$ cat src/rtl/vc_pipe_arb_pkg.sv
// Shared types and constants for the two-domain time-sliced pipeline arbiter.
// The lending feature is selected with VC_PIPE_DOMAIN_ARB_WORK_CONSERVING_EN.
package vc_pipe_arb_pkg;

    typedef enum logic {
        IDLE = 1'b0,
        BUSY = 1'b1
    } arb_state_t;

    localparam int SLOT_CYCLES_DFLT = 16;
    localparam int OP_LAT_DFLT      = 4;
    localparam int DOM_W            = 1;
    localparam int NUM_DOM          = 2;

    // Bits needed to hold values 0..max_val, never less than one.
    function automatic int cnt_width(input int max_val);
        return (max_val < 2) ? 1 : $clog2(max_val + 1);
    endfunction

endpackage

$ cat src/rtl/vc_pipe_domain_arb_if.sv
// Request/stall/grant bundle between the two domain pipeline stages and the arbiter.
interface vc_pipe_domain_arb_if;
    import vc_pipe_arb_pkg::*;

    logic [NUM_DOM-1:0] req_val;
    logic [NUM_DOM-1:0] req_stall;
    logic [NUM_DOM-1:0] grant;
    logic [DOM_W-1:0]   slot_owner;
    logic               busy;

    modport master (
        output req_val,
        input  req_stall,
        input  grant,
        input  slot_owner,
        input  busy
    );

    modport slave (
        input  req_val,
        output req_stall,
        output grant,
        output slot_owner,
        output busy
    );

endinterface

$ cat src/rtl/vc_pipe_arb_slot_timer.sv
// Free-running security-domain slot timer: counts SLOT_CYCLES..1 and flips the owner
// on every wrap, independent of requests or arbiter state.
module vc_pipe_arb_slot_timer
    import vc_pipe_arb_pkg::*;
#(
    parameter int SLOT_CYCLES = SLOT_CYCLES_DFLT,
    parameter int RW          = cnt_width(SLOT_CYCLES)
) (
    input  logic             clk,
    input  logic             reset,
    output logic [RW-1:0]    slot_rem,
    output logic [DOM_W-1:0] slot_owner
);

    logic [RW-1:0]    slot_rem_reg,   slot_rem_next;
    logic [DOM_W-1:0] slot_owner_reg, slot_owner_next;

    always_ff @(posedge clk) begin
        if (reset) begin
            slot_rem_reg   <= RW'(SLOT_CYCLES);
            slot_owner_reg <= '0;
        end else begin
            slot_rem_reg   <= slot_rem_next;
            slot_owner_reg <= slot_owner_next;
        end
    end

    always_comb begin
        slot_rem_next   = slot_rem_reg - RW'(1);
        slot_owner_next = slot_owner_reg;
        if (slot_rem_reg == RW'(1)) begin
            slot_rem_next   = RW'(SLOT_CYCLES);
            slot_owner_next = ~slot_owner_reg;
        end
    end

    assign slot_rem   = slot_rem_reg;
    assign slot_owner = slot_owner_reg;

endmodule

$ cat src/rtl/vc_pipe_domain_arb.sv
// Time-partitioned arbiter giving two pipeline domains access to one shared OP_LAT-cycle
// resource. VC_PIPE_DOMAIN_ARB_WORK_CONSERVING_EN lends an idle slot to the other domain.
module vc_pipe_domain_arb
    import vc_pipe_arb_pkg::*;
#(
    parameter int SLOT_CYCLES = SLOT_CYCLES_DFLT,
    parameter int OP_LAT      = OP_LAT_DFLT
) (
    input  logic                 clk,
    input  logic                 reset,
    vc_pipe_domain_arb_if.slave  bus
);

    localparam int RW = cnt_width(SLOT_CYCLES);
    localparam int CW = cnt_width(OP_LAT - 1);

    generate
        if (SLOT_CYCLES < OP_LAT || OP_LAT < 1) begin : g_bad_cfg
            $error("vc_pipe_domain_arb: need 1 <= OP_LAT <= SLOT_CYCLES");
        end
    endgenerate

    arb_state_t         state_reg, state_next;
    logic [CW-1:0]      busy_cnt_reg, busy_cnt_next;
    logic [RW-1:0]      slot_rem;
    logic [DOM_W-1:0]   slot_owner;
    logic [NUM_DOM-1:0] req_val;
    logic [NUM_DOM-1:0] grant_d;
    logic               can_issue;
    logic               lend_ok;
    logic               busy;

    vc_pipe_arb_slot_timer #(
        .SLOT_CYCLES (SLOT_CYCLES),
        .RW          (RW)
    ) u_timer (
        .clk        (clk),
        .reset      (reset),
        .slot_rem   (slot_rem),
        .slot_owner (slot_owner)
    );

    assign req_val = bus.req_val;

    always_ff @(posedge clk) begin
        if (reset) begin
            state_reg    <= IDLE;
            busy_cnt_reg <= '0;
        end else begin
            state_reg    <= state_next;
            busy_cnt_reg <= busy_cnt_next;
        end
    end

    // The final count of an operation returns to IDLE, so the resource is free again
    // exactly OP_LAT cycles after the grant.
    always_comb begin
        state_next    = state_reg;
        busy_cnt_next = busy_cnt_reg;
        case (state_reg)
            IDLE: begin
                if (|grant_d) begin
                    busy_cnt_next = CW'(OP_LAT - 1);
                    if (OP_LAT > 1) begin
                        state_next = BUSY;
                    end
                end
            end
            BUSY: begin
                busy_cnt_next = busy_cnt_reg - CW'(1);
                if (busy_cnt_reg == CW'(1)) begin
                    state_next = IDLE;
                end
            end
            default: begin
                state_next    = IDLE;
                busy_cnt_next = '0;
            end
        endcase
    end

    // Issuing only while slot_rem >= OP_LAT keeps every operation inside its own slot.
    always_comb begin
        can_issue = 1'b0;
        busy      = 1'b0;
        if (!reset && state_reg == IDLE && slot_rem >= RW'(OP_LAT)) begin
            can_issue = 1'b1;
        end
        if (state_reg == BUSY) begin
            busy = 1'b1;
        end
    end

`ifdef VC_PIPE_DOMAIN_ARB_WORK_CONSERVING_EN
    assign lend_ok = !req_val[slot_owner];
`else
    assign lend_ok = 1'b0;
`endif

    generate
        for (genvar gi = 0; gi < NUM_DOM; gi++) begin : g_dom
            assign grant_d[gi] = can_issue && req_val[gi]
                               && ((slot_owner == DOM_W'(gi)) || lend_ok);
            assign bus.req_stall[gi] = req_val[gi] && !grant_d[gi];
        end
    endgenerate

    assign bus.grant      = grant_d;
    assign bus.slot_owner = slot_owner;
    assign bus.busy       = busy;

endmodule

$ cat src/flat_wrapper.sv
// flat-port wrapper written by rule: the top's interface ports become plain ports
module vc_pipe_domain_arb_flat import vc_pipe_arb_pkg::*;
#(
    parameter int SLOT_CYCLES = SLOT_CYCLES_DFLT,
    parameter int OP_LAT      = OP_LAT_DFLT
)
  (clk, reset, bus_req_val, bus_req_stall, bus_grant, bus_slot_owner, bus_busy);
  vc_pipe_domain_arb_if bus_i ();
  input  logic clk;
  input  logic reset;
  input wire logic [$bits(bus_i.req_val)-1:0] bus_req_val;
  output wire logic [$bits(bus_i.req_stall)-1:0] bus_req_stall;
  output wire logic [$bits(bus_i.grant)-1:0] bus_grant;
  output wire logic [$bits(bus_i.slot_owner)-1:0] bus_slot_owner;
  output wire logic [$bits(bus_i.busy)-1:0] bus_busy;
  assign bus_i.req_val = bus_req_val;
  assign bus_req_stall = bus_i.req_stall;
  assign bus_grant = bus_i.grant;
  assign bus_slot_owner = bus_i.slot_owner;
  assign bus_busy = bus_i.busy;
  vc_pipe_domain_arb #(.SLOT_CYCLES(SLOT_CYCLES), .OP_LAT(OP_LAT)) u_core (.clk(clk), .reset(reset), .bus(bus_i));
endmodule
$ cat config.mk
export PLATFORM = sky130hd
export DESIGN_NAME = vc_pipe_domain_arb_flat
export DESIGN_NICKNAME = d
export VERILOG_FILES = /design/src/rtl/vc_pipe_arb_pkg.sv /design/src/rtl/vc_pipe_domain_arb_if.sv /design/src/rtl/vc_pipe_arb_slot_timer.sv /design/src/rtl/vc_pipe_domain_arb.sv /design/src/flat_wrapper.sv
export SDC_FILE = /design/constraint.sdc
export NUM_CORES = 1
export LEC_CHECK = 0
export CAP_MARGIN = 40
export CORE_AREA = 4 4 41 43
export CTS_CLUSTER_DIAMETER = 100
export DETAILED_ROUTE_END_ITERATION = 12
export DIE_AREA = 0 0 45 47
export PLACE_DENSITY = 0.65
export SLEW_MARGIN = 25
export SYNTH_ARGS = -nofsm -noshare
export SYNTH_HDL_FRONTEND = slang
export SYNTH_SLANG_ARGS = --single-unit
$ cat constraint.sdc
create_clock -name clk -period 1.26 [get_ports clk]
set_clock_uncertainty 0.1 [all_clocks]
set_input_delay 0.252 -clock clk [delete_from_list [all_inputs] [get_ports clk]]
set_output_delay 0.252 -clock clk [all_outputs]
set_load 0.02 [all_outputs]
==> reports/metrics.yaml, run 1 <==
outcome: "finished, violations left"
failed_checks: "setup timing"
share_of_the_cycle_needed_by_the_critical_path_after_routing_pct: 129.3
maxCapViolCount: 0
drt_iter0_markers: 1
postSynthRegisterBits: 9
antenna_found_initial: 0
synthMostInstantiatedCell: "sky130_fd_sc_hd__dfxtp_1"
timing.critical_path.from_type: "register"
setup_viol: 12
global_route.usage.total_pct: 10.71
wl_um: 949
buffer_ports.inserted: 9
io_pins: 10
setup_total_negative_slack_ps: -1670
regToRegEndpoint: "u_core.u_timer.slot_rem[4]"
met1Wirelength_um: 396
p_per_area_mw_per_mm2: 1989
hpwlAfterDp_um: 712.1
synthesis.nets: 55
depth_of_the_most_critical_reg_to_reg_path: 5
max_slew_margin_pct: 82.57
die_x_um: 45
ys_warn_count: 0
met2_wirelength_um: 459
tritoncts_buffers: 3
synth_seq_area_share_pct: 39.89
antenna-diode-count: 0
dr_wl_met3_um: 76
cpMaxStageDelayCell: "sky130_fd_sc_hd__dfxtp_2"
area.growth.synth_to_final_pct: 73.41
ir_drop_uv: 1008
clkLatencyLatePin_ps: 260
cts_root_buf: "sky130_fd_sc_hd__clkbuf_4"
ctsLongestPathBuffers: 2
cts.sink_count: 9
largest_register_ffs: 5
criticalPathCategory: "reg -> out"
worst_pin_slew_ps: 254.2
count_of_flip_flops_with_a_built_in_enable_after_synthesis: 0
postSynth.topFlopCell: "sky130_fd_sc_hd__dfxtp_1"
worst-endpoint-arrival_ps: 1280
detail-route-antenna-nets: 0
grt_setup_unrepaired: "true"
die_height_um: 47
max_clock_freq_ghz: 0.6138
ys_top_cells_by_area: "sky130_fd_sc_hd__dfxtp_1 40%, sky130_fd_sc_hd__ha_1 8.3%, sky130_fd_sc_hd__xnor2_1 7.8%, sky130_fd_sc_hd__nor2_1 6.6%, sky130_fd_sc_hd__nor4b_4 5.3%"
clock_slew_at_reported_path_ffs_ps: 70
synth.lib_cells_used.distinct: 22
critPathLaunch: "u_core.u_timer.slot_rem[4]"
report.final.slew_viol_count: 0
mapped_avg_cell_area_sq_um: 9.410
core_sq_mm: 0.001301
critPathRequiredTime_ps: 910
period_minus_slack_ps: 1629
crit_path_max_fanout: 3
post_route_cells_drive_above_1_share_pct: 65.71
synth-async-reset-ratio_pct: 0
initial_core_util_pct: 34.71
row_count: 13
drt_drc_violations_left: 0
grt.overflow.total: 0
fin_worst_hold_slack_ps: 377.2
largest_net_degree_at_the_start_of_global_routing: 8
synth_top_area_share_pct: 39.89
vias_per_cell: 4.753
critPathMaxStageDelay_ps: 340
min-delay-path-class: "reg -> reg"
die_area_sq_mm: 0.002115
first_global_vias: 388
route.detailed.wl_per_inst_um: 11.16
worst_setup_path_end_kind: "output pin"
post_synth_instance_area_sq_um: 451.7
finalWeightedCongestion: 0.6887
critical_path.reg2reg.startpoint: "u_core.u_timer.slot_rem[4]"
final_net_count: 78
p_leak_nw: 0.3300
drt_pass1_iterations: 2
tritoncts: "built"
htreeDepth: 1
grt_pass1_wl_um: 1600
post-synth-top-area-cell: "sky130_fd_sc_hd__dfxtp_1"
finalHoldViolCount: 0
critPathCapture: "bus_req_stall[0]"
worst_slack_placed_ps: -898.2
post-route-worst-setup-slack_ps: -369.2
maxUsedRoutingLayer: "met4"
worst-r2r-setup-slack_ps: -100
detailroute.via_count: 404
netlist_top_cells_count: "9 x sky130_fd_sc_hd__dfxtp_1, 8 x sky130_fd_sc_hd__nor2_1, 4 x sky130_fd_sc_hd__inv_1, 4 x sky130_fd_sc_hd__xnor2_1, 3 x sky130_fd_sc_hd__ha_1"
fillers: 122
cp_cell_sequence: "nor3_4 > nor4_4 > buf_4 > nor2b_4 > buf_6"
postSynthCellCount: 48
-- layout make-up --
class	count	area, sq um	area share [%]
Tap cell	15	18.77	2.396
Timing Repair Buffer	20	186.4	23.80
Sequential cell	9	193.9	24.76
Inverter	4	15.01	1.917
Multi-Input combinational cell	33	342.8	43.77
Clock buffer	4	26.28	3.355
-- timing repair --
action | in CTS | in global routing
setup endpoints to repair | 10 | 14
gates resized for setup | 51 | 9
hold buffers | 0 | 0
buffers inserted | 1 | 3
pin swaps | 8 | 7
-- per-layer routing --
metal / global-route usage [%] / vias to the layer above
met5: 0 / -
met4: 7.018 / 0
met3: 4.215 / 4
met2: 18.08 / 11
met1: 11.06 / 186
li1: - / 203
-- worst max-delay path: cells and delay by family (launching register included) --
family | cells | cell delay, ps
buffers and inverters | 2 | 260
DFF | 1 | 340
and+or+nand+nor | 3 | 420
-- how the worst min path moves through the flow --
| stage | start | end | slack, ps | cells after the start |
|---|---|---|---|---|
| final | u_core.busy_cnt_reg[1] | u_core.busy_cnt_reg[1] | 380 | 1 |
| after global routing | u_core.busy_cnt_reg[1] | u_core.busy_cnt_reg[1] | 400 | 1 |
| after detailed placement | u_core.busy_cnt_reg[1] | u_core.busy_cnt_reg[1] | 370 | 1 |
| after CTS | u_core.busy_cnt_reg[1] | u_core.busy_cnt_reg[1] | 380 | 1 |
| after global placement | u_core.busy_cnt_reg[1] | u_core.busy_cnt_reg[1] | 370 | 1 |
| after floorplan | u_core.u_timer.slot_rem[0] | u_core.u_timer.slot_rem[0] | 330 | 1 |
-- cells by family (layout without fill, tap and decap cells) --
group	count (synthesis)	in the layout	synth area share, %
simple gates	19	19	26.88
flops	9	9	39.89
compound gates	6	6	9.697
buf+inv	6	28	5.260
xor+xnor	4	4	7.755
fa+ha+maj	3	3	8.311
mux	1	1	2.216
-- placed cells by master, fill, tap and decap left out, types with 2 or more instances in the layout --
| cell type | netlist | routed |
|---|---|---|
| sky130_fd_sc_hd__xnor2_1 | 4 | 3 |
| sky130_fd_sc_hd__nor2_1 | 8 | 4 |
| sky130_fd_sc_hd__buf_4 | 0 | 9 |
| sky130_fd_sc_hd__a21oi_1 | 2 | 2 |
| sky130_fd_sc_hd__dfxtp_4 | 0 | 2 |
| sky130_fd_sc_hd__inv_1 | 4 | 3 |
| sky130_fd_sc_hd__buf_6 | 0 | 8 |
| sky130_fd_sc_hd__nor2_2 | 0 | 3 |
| sky130_fd_sc_hd__clkdlybuf4s50_1 | 0 | 2 |
| sky130_fd_sc_hd__dfxtp_1 | 9 | 2 |
| sky130_fd_sc_hd__dfxtp_2 | 0 | 5 |
| sky130_fd_sc_hd__o31a_1 | 2 | 2 |
| sky130_fd_sc_hd__clkbuf_4 | 0 | 3 |
-- power breakdown --
part / switching [mW] / internal, mW / total [mW]
sequential: 0.0906 / 0.395 / 0.486
combinational: 0.363 / 0.483 / 0.846
clock: 0.104 / 0.122 / 0.226
total: 0.558 / 1.00 / 1.56
-- stage by stage --
| step | cells | utilization, % | total power [mW] | area, sq um |
|---|---|---|---|---|
| after CTS | 83 | 56.63 | 1.440 | 737.0 |
| after global routing | 85 | 60.19 | 1.653 | 783.3 |
| after detailed placement | 79 | 50.58 | 1.120 | 658.1 |
| final | 85 | 60.19 | 1.558 | 783.3 |
| after floorplan | 48 | - | 0.8878 | 500.5 |
| after global placement | 79 | 50.58 | 1.100 | 658.1 |
(Power assumes the default switching activity.)
==> run 2, diff against run 1 <==
- MAX_ROUTING_LAYER: default -> met4
==> run 2 against run 1 <==
  * Sequential cell count unchanged
  * Total power about the same
  * Critical path depth unchanged
  * Register-to-register slack about the same
  * Worst hold slack about the same
  * Setup slack improved by 1.5 ps
  * Clock power about the same
  * The flow still finishes with violations (setup timing)
  * Sequential power about the same
  * Routed wire length decreased by 0.21%
==> reports/metrics.yaml, run 2 (synthesized netlist as in run 1, its figures left out) <==
antenna_found_initial: 0
max_clock_freq_ghz: 0.6144
largest_net_degree_at_the_start_of_global_routing: 8
outcome: "finished, violations left"
clkLatencyLatePin_ps: 260
largest_register_ffs: 5
area.growth.synth_to_final_pct: 73.41
initial_core_util_pct: 34.71
die_area_sq_mm: 0.002115
report.final.slew_viol_count: 0
route.detailed.wl_per_inst_um: 11.14
maxCapViolCount: 0
min-delay-path-class: "reg -> reg"
worst_setup_path_end_kind: "output pin"
period_minus_slack_ps: 1628
grt_setup_unrepaired: "true"
layout_commonest_cell: "sky130_fd_sc_hd__buf_4"
die_x_um: 45
setup_viol: 12
htreeDepth: 1
finalHoldViolCount: 0
drt_pass1_iterations: 2
critPathRequiredTime_ps: 910
final_cell_mix: "9 x sky130_fd_sc_hd__buf_4, 8 x sky130_fd_sc_hd__buf_6, 5 x sky130_fd_sc_hd__dfxtp_2"
timing.critical_path.from_type: "register"
post_route_cells_drive_above_1_share_pct: 65.71
clock_slew_at_reported_path_ffs_ps: 70
grt.overflow.total: 0
fin_worst_hold_slack_ps: 377.2
post-route-util_pct: 60.19
core_sq_mm: 0.001301
p_per_area_mw_per_mm2: 1987
grt_pass1_wl_um: 1600
fin_cells: 85
cts_root_buf: "sky130_fd_sc_hd__clkbuf_4"
failed_checks: "setup timing"
buffer_ports.inserted: 9
detailroute.via_count: 403
drt_drc_violations_left: 0
hpwlAfterDp_um: 712.1
worst-endpoint-arrival_ps: 1280
drt_iter0_markers: 2
dpl.cell_count: 79
criticalPathCategory: "reg -> out"
ir_drop_uv: 1008
detail-route-antenna-nets: 0
tritoncts_buffers: 3
share_of_the_cycle_needed_by_the_critical_path_after_routing_pct: 129.2
worst_slack_placed_ps: -898.2
io_pins: 10
worst_pin_slew_ps: 254.2
row_count: 13
antenna-diode-count: 0
place_area_sq_um: 658.1
max_slew_margin_pct: 82.57
post-route-worst-setup-slack_ps: -367.7
post-route-cell-area_sq_um: 783.3
die_height_um: 47
global_route.usage.total_pct: 11.07
ctsLongestPathBuffers: 2
first_global_vias: 388
finalWeightedCongestion: 0.6960
final_net_count: 78
p_leak_nw: 0.3300
tritoncts: "built"
vias_per_cell: 4.741
wl_um: 947
crit_path_max_fanout: 3
cts.sink_count: 9
[run 2: power breakdown]
group	internal [mW]	switching, mW	leakage, nW	total (mW)
Clock	0.122	0.103	0.0150	0.225
Sequential	0.395	0.0906	0.0769	0.486
Combinational	0.483	0.363	0.238	0.846
Total	1.00	0.557	0.330	1.56
[run 2: routing by layer]
metal | vias to the layer above | wire, um | track usage, %
met4 | 0 | 19 | 7.018
met2 | 11 | 456 | 18.08
met5 | - | 0 | -
li1 | 203 | - | -
met3 | 4 | 69 | 3.831
met1 | 185 | 401 | 11.29
[run 2: metrics by stage]
step / setup TNS, ps / total power, mW
3_3_place_gp: -5266 / 1.100
2_1_floorplan: -255.6 / 0.8878
3_5_place_dp: -5436 / 1.120
5_1_grt: -2388 / 1.653
4_1_cts: -1477 / 1.440
6_report: -1665 / 1.557
[run 2: worst paths after layout]
path | from | endpoint | slack, ps | cells past startpoint
hold reg to reg | u_core.busy_cnt_reg[1] | u_core.busy_cnt_reg[1] | 380 | 1
setup / recovery | u_core.u_timer.slot_rem[4] | bus_req_stall[0] | -370 | 5
setup reg to reg | u_core.u_timer.slot_rem[4] | u_core.u_timer.slot_rem[4] | -100 | 5
hold / removal | u_core.busy_cnt_reg[1] | u_core.busy_cnt_reg[1] | 380 | 1
[run 2: area by class of cell]
class / instances / area, sq um
sequential: 9 / 193.9
timing repair buffer: 20 / 186.4
fill: 122 / 518.0
inverter: 4 / 15.01
multi-input combinational: 33 / 342.8
clock buffer: 4 / 26.28
tap: 15 / 18.77
[run 2: worst max-delay path: stages, from the launching register on]
cell and delay, ps:
sky130_fd_sc_hd__dfxtp_2 340, sky130_fd_sc_hd__nor3_4 260, sky130_fd_sc_hd__nor4_4 60, sky130_fd_sc_hd__buf_4 140, sky130_fd_sc_hd__nor2b_4 100, sky130_fd_sc_hd__buf_6 120
[run 2: timing repair]
action / in CTS / in global routing
setup buffers: 1 / 3
hold buffers: 0 / 0
pin swaps: 8 / 7
setup endpoints to repair: 10 / 14
gates resized for setup: 51 / 9
hold endpoints to repair: 0 / 0
==> run 3, diff against run 2 <==
- CORE_AREA: 4 4 41 43 -> 2 2 39 41
- CTS_CLUSTER_SIZE: default -> 28
- DIE_AREA: 0 0 45 47 -> 0 0 41 43
==> run 3 against run 2 <==
  * The flow still finishes with violations (setup timing)
  * Largest power group unchanged
  * Total power fell by 9.4%
  * First-iteration DRC count unchanged
  * Critical endpoint unchanged
  * Largest cell class unchanged
  * Clock power is 3% lower
==> reports/metrics.yaml, run 3 (synthesized netlist as in run 1, its figures left out) <==
outcome: "finished, violations left"
failed_checks: "setup timing"
final_cell_mix: "9 x sky130_fd_sc_hd__buf_4, 8 x sky130_fd_sc_hd__nor2_1, 7 x sky130_fd_sc_hd__buf_6"
regArea_sq_um: 193.9
p_leak_nw: 0.3116
global_route.usage.total_pct: 14.68
finalWeightedCongestion: 0.7014
largest_register_ffs: 5
antenna-diode-count: 0
fillers: 129
area.growth.synth_to_final_pct: 65.10
timing.critical_path.from_type: "register"
max_slew_margin_pct: 82.90
grt_pass1_wl_um: 1614
wl_um: 900
die_area_sq_mm: 0.001763
criticalPathCategory: "reg -> out"
post_route_cells_drive_above_1_share_pct: 57.97
p_per_area_mw_per_mm2: 1892
row_count: 14
min-delay-path-class: "reg -> reg"
setup_viol: 4
worst_slack_placed_ps: -922.3
grt_setup_unrepaired: "true"
tritoncts_buffers: 3
maxCapViolCount: 0
worst_pin_slew_ps: 254.6
grt.overflow.total: 0
fin_cells: 85
critical_path.reg2reg.startpoint: "u_core.u_timer.slot_rem[0]"
initial_core_util_pct: 32.64
regToRegEndpoint: "u_core.u_timer.slot_rem[4]"
route.detailed.wl_per_inst_um: 10.59
core_sq_mm: 0.001384
crit_path_max_fanout: 3
dpl.cell_count: 80
antenna_found_initial: 0
worst_setup_path_end_kind: "output pin"
die_height_um: 43
first_global_vias: 391
max_clock_freq_ghz: 0.6132
hold_path_startpoint: "u_core.u_timer.slot_rem[0]"
depth_of_the_most_critical_reg_to_reg_path: 5
ir_drop_uv: 880.7
post-route-cell-area_sq_um: 745.7
worst-r2r-setup-slack_ps: 10
critPathRequiredTime_ps: 910
worst-endpoint-arrival_ps: 1280
setup_total_negative_slack_ps: -1275
drt_pass1_iterations: 3
largest_net_degree_at_the_start_of_global_routing: 8
htreeDepth: 1
cts.sink_count: 9
period_minus_slack_ps: 1631
worstHoldEndpoint: "u_core.u_timer.slot_rem[0]"
postCtsHoldBufs: 0
clock_slew_at_reported_path_ffs_ps: 60
buffer_ports.inserted: 9
report.final.slew_viol_count: 0
cts_root_buf: "sky130_fd_sc_hd__clkbuf_4"
io_pins: 10
hpwlAfterDp_um: 624.4
multi_input_area_sq_um: 315.3
drt_iter0_markers: 2
finalHoldViolCount: 0
layout_commonest_cell: "sky130_fd_sc_hd__buf_4"
ctsLongestPathBuffers: 2
detailroute.via_count: 385
hold-path-cell-count: 1
die_x_um: 41
drt_drc_violations_left: 0
share_of_the_cycle_needed_by_the_critical_path_after_routing_pct: 129.4
vias_per_cell: 4.529
clkLatencyLatePin_ps: 260
place_area_sq_um: 659.4
detail-route-antenna-nets: 0
tritoncts: "built"
post-route-worst-setup-slack_ps: -370.7
report.power.total_mw: 1.411
final_net_count: 77
[run 3: cell count changes in the layout (fill, tap and decap cells not counted)]
| cell | change |
|---|---|
| sky130_fd_sc_hd__nor2_1 | +4 |
| sky130_fd_sc_hd__nor2_2 | -3 |
| sky130_fd_sc_hd__buf_6 | -1 |
| sky130_fd_sc_hd__nor2_4 | -1 |
| sky130_fd_sc_hd__nor2b_2 | +1 |
| sky130_fd_sc_hd__nor2b_4 | -1 |
| sky130_fd_sc_hd__xnor2_1 | +1 |
| sky130_fd_sc_hd__xnor2_2 | -1 |
[run 3: worst max-delay path, cell delays in order (launching register included)]
cell,delay (ps)
sky130_fd_sc_hd__dfxtp_2,330
sky130_fd_sc_hd__nor3_4,270
sky130_fd_sc_hd__nor4_4,60
sky130_fd_sc_hd__buf_4,130
sky130_fd_sc_hd__nor2b_2,110
sky130_fd_sc_hd__buf_6,120
[run 3: how the worst max path moves through the flow]
stage / start / to / cells past startpoint
after floorplan: u_core.state_reg / bus_grant[0] / 3
final: u_core.u_timer.slot_rem[2] / bus_req_stall[0] / 5
after global routing: u_core.u_timer.slot_rem[2] / bus_req_stall[0] / 5
after detailed placement: reset / bus_grant[0] / 4
after global placement: reset / bus_grant[0] / 4
after CTS: u_core.u_timer.slot_rem[2] / bus_req_stall[0] / 5
[run 3: final cells by class]
class,count,share of cell area (%)
multi-input combinational,33,42.28
sequential,9,26.01
timing repair buffer,19,23.49
clock buffer,4,3.523
tap,16,2.685
inverter,4,2.013
[run 3: metal layers]
layer,vias to the layer above,part of all wire (%),track usage (%)
li1,203,-,-
met2,10,50,22.81
met4,0,1.9,10.00
met5,-,0,-
met3,4,7.3,4.712
met1,168,41,14.71
[run 3: report_power, final]
part	total [mW]	leakage, nW	internal [mW]	switching, mW
Combinational	0.702	0.220	0.382	0.320
Clock	0.219	0.0150	0.122	0.0976
Sequential	0.489	0.0769	0.395	0.0941
Total	1.41	0.312	0.899	0.512
[run 3: metrics by stage]
stage / utilization [%] / hold slack [ps]
after floorplan: - / 329.2
after global placement: 47.65 / 345.2
after detailed placement: 47.65 / 355.2
after CTS: 51.99 / 349.7
after global routing: 53.89 / 363.3
final: 53.89 / 349.8
[run 3: timing repair]
item | CTS | global route
setup endpoints to repair | 8 | 15
setup buffers | 0 | 1
gates resized for setup | 47 | 5
pin swaps | 9 | 4
==> RTL change (flow settings as in run 2) <==
Build with the macro `VC_PIPE_DOMAIN_ARB_WORK_CONSERVING_EN` defined.
--- a/src/rtl/vc_pipe_domain_arb.sv
+++ b/src/rtl/vc_pipe_domain_arb.sv
@@ -1,4 +1,6 @@
 // Time-partitioned arbiter giving two pipeline domains access to one shared OP_LAT-cycle
 // resource. VC_PIPE_DOMAIN_ARB_WORK_CONSERVING_EN lends an idle slot to the other domain.
+`define VC_PIPE_DOMAIN_ARB_WORK_CONSERVING_EN
+
 module vc_pipe_domain_arb
     import vc_pipe_arb_pkg::*;
Check against the original RTL: not equivalent (Yosys sat finds a counterexample within 4 cycles, from zero or initial values and one cycle with reset high).
==> RTL change against run 2 <==
- the run still ends with negative setup slack left
- routed wire length increased by 25%
- critical path type unchanged
- die area stayed put
- setup slack lost 17 ps
- area after synthesis grew 3.3%
- design area rose by 8.3%
- critical path depth fell by 1
- power is 19% lower
- global-route usage is 3.4 points higher
- first-iteration DRC count grew 100%
- combinational power decreased by 30%
- largest power group unchanged
- sequential cell count is the same
- count of clock-buffer cells in the layout is the same
- sequential power shrank 8.8%
==> RTL change: results (changes against run 2) <==
The part of the Yosys area used for sequential elements came out at 38.61% (-1.3 points). The post-CTS resize count is 52 (+2.0%). The worst max-slew margin expressed relative to the limit is 81.15% (-1.4 points). Ranked by instance count, the synthesized netlist is headed by sky130_fd_sc_hd__dfxtp_1 (9), sky130_fd_sc_hd__nor2_1 (7), sky130_fd_sc_hd__inv_1 (5). Broken down by cell family, the worst path's largest delay share belongs to flip-flops. The global-route usage over all layers came to 14.51% (+3.4 points).

The count of antenna diodes in the layout was 0 (unchanged). The maximum cell stage delay along the critical path is 370 ps (+30 ps). The total number of nets in the final design came out at 86 (+10%). The global-route wire length before repair is 2.001 mm (+25%). The root buffer selected by CTS is sky130_fd_sc_hd__clkbuf_4. The highest fanout seen on the critical path came out at 3 (unchanged). On the critical path, the stage with the largest delay is an instance of sky130_fd_sc_hd__dfxtp_4. The switching power as a share of total power is 35.50% (-0.26 points). The gate count after technology mapping came to 49 (+2.1%). The routed metal-1 wirelength came to 443 um (+10%).

The clock input transition at the sequential cells of the worst setup and hold paths came out at roughly 60 ps. The met3 usage came out at 4.215% (+0.38 points). The met1 track utilization from global routing is 13.59% (+2.3 points). The wire length on met2 came out at 604 um (+32%). The share of total power in combinational logic is 46.9% (-7.4 points). The clock latency on the worst-skew pair is 260 ps (about the same). The clock tree buffer depth came out at 2 (unchanged). The post-synth net total is 57 (+3.6%). The maximum number of pins on one net before global-route repair was 7 (-1). The checks that failed: negative setup slack.

The worst hold path belongs to the class flip-flop to flip-flop. The static power due to leakage is 0.3464 nW (+5.0%). The clock group power came out at between 200 and 250 uW. The number of iterations in the first detailed-routing pass is 2 (unchanged). The slack of the critical path came out at -384.7 ps (-17.00 ps). The number of failing setup endpoints in the final timing report came to 6 (-6).

The total clock buffers created by CTS came to 3 (unchanged). The share of flip-flops with an asynchronous set or reset after synthesis came out at 0% (unchanged). The flip-flop count of the largest register after layout came out at 5 (unchanged). The placer's final routability congestion estimate came to 0.7079 (+1.7%). The violation count after the first detailed-route iteration is 4 (+2). The count of buffers inserted at the top-level ports was 9 (unchanged). The run finished, with violations left. The share of cells above drive strength 1 was 63.64% (-2.1 points). The routed via count came out at 458 (+14%). The met3 wire length is 73 um (+5.8%). The post-CTS setup buffer count is 1 (unchanged). Yosys attributes the largest share of cell area to sky130_fd_sc_hd__dfxtp_1 (39%), sky130_fd_sc_hd__ha_1 (11%), sky130_fd_sc_hd__a2111oi_2 (6.4%). The placed cell count came out at 84 (+6.3%). The total length of routed wires came out at 1.180 mm (+25%). The number of distinct library cell variants in the gate-level netlist after synthesis is 19 (-14%). The met2 demand-to-capacity share in global routing is 22.88% (+4.8 points). The largest voltage drop on the vdd net is 0.0008067 V (-20%). The primary flip-flop cell chosen by synthesis mapping is sky130_fd_sc_hd__dfxtp_1. The count of non-filler cells in the finished layout came out at 92 (+8.2%). The HPWL after detailed placement is 747.4 um (+5.0%).
==> RTL change: cell count changes in the layout (fill, tap and decap cells not counted), moves of 3 or more <==
cell and change:
sky130_fd_sc_hd__buf_4 +4, sky130_fd_sc_hd__dfxtp_2 -4, sky130_fd_sc_hd__dfxtp_4 +4, sky130_fd_sc_hd__nor2b_1 +3
==> RTL change: stage by stage <==
stage	setup TNS [ps]	power [mW]	instance area, um2	utilization [%]	worst slack [ps]
after floorplan	-233.4	0.6799	496.7	-	-81.79
after global placement	-5507	0.8561	688.2	52.88	-1012
after detailed placement	-5634	0.8691	688.2	52.88	-1030
after CTS	-1629	1.185	779.5	59.90	-443.4
after global routing	-1977	1.350	848.3	65.19	-447.3
final	-1518	1.263	848.3	65.19	-384.7
==> RTL change: path summary, 6_finish.rpt <==
kind / startpoint / to / slack (ps) / cells past startpoint
worst min register to register: u_core.busy_cnt_reg[0] / u_core.busy_cnt_reg[0] / 410 / 1
worst max-delay path: u_core.u_timer.slot_owner / bus_grant[1] / -380 / 4
worst max register to register: u_core.u_timer.slot_rem[4] / u_core.busy_cnt_reg[0] / -50 / 4
worst min-delay path: u_core.busy_cnt_reg[0] / u_core.busy_cnt_reg[0] / 410 / 1
==> RTL change: cells by family after synthesis <==
| family | share of synthesized area [%] |
|---|---|
| buffers and inverters | 4.022 |
| flip-flops | 38.61 |
| adder cells (fa/ha/maj) | 10.72 |
| XOR/XNOR | 5.631 |
| AO/OA/AOI/OAI | 12.87 |
| multiplexers | 2.145 |
| AND/OR/NAND/NOR | 26.01 |
==> RTL change: layout make-up <==
cell class,count,area [um2]
well taps,15,18.77
multi-input cells,35,364.1
repair buffers,24,214.0
fillers,109,452.9
flip-flops and latches,9,203.9
clock buffers,4,26.28
inverters,5,21.27
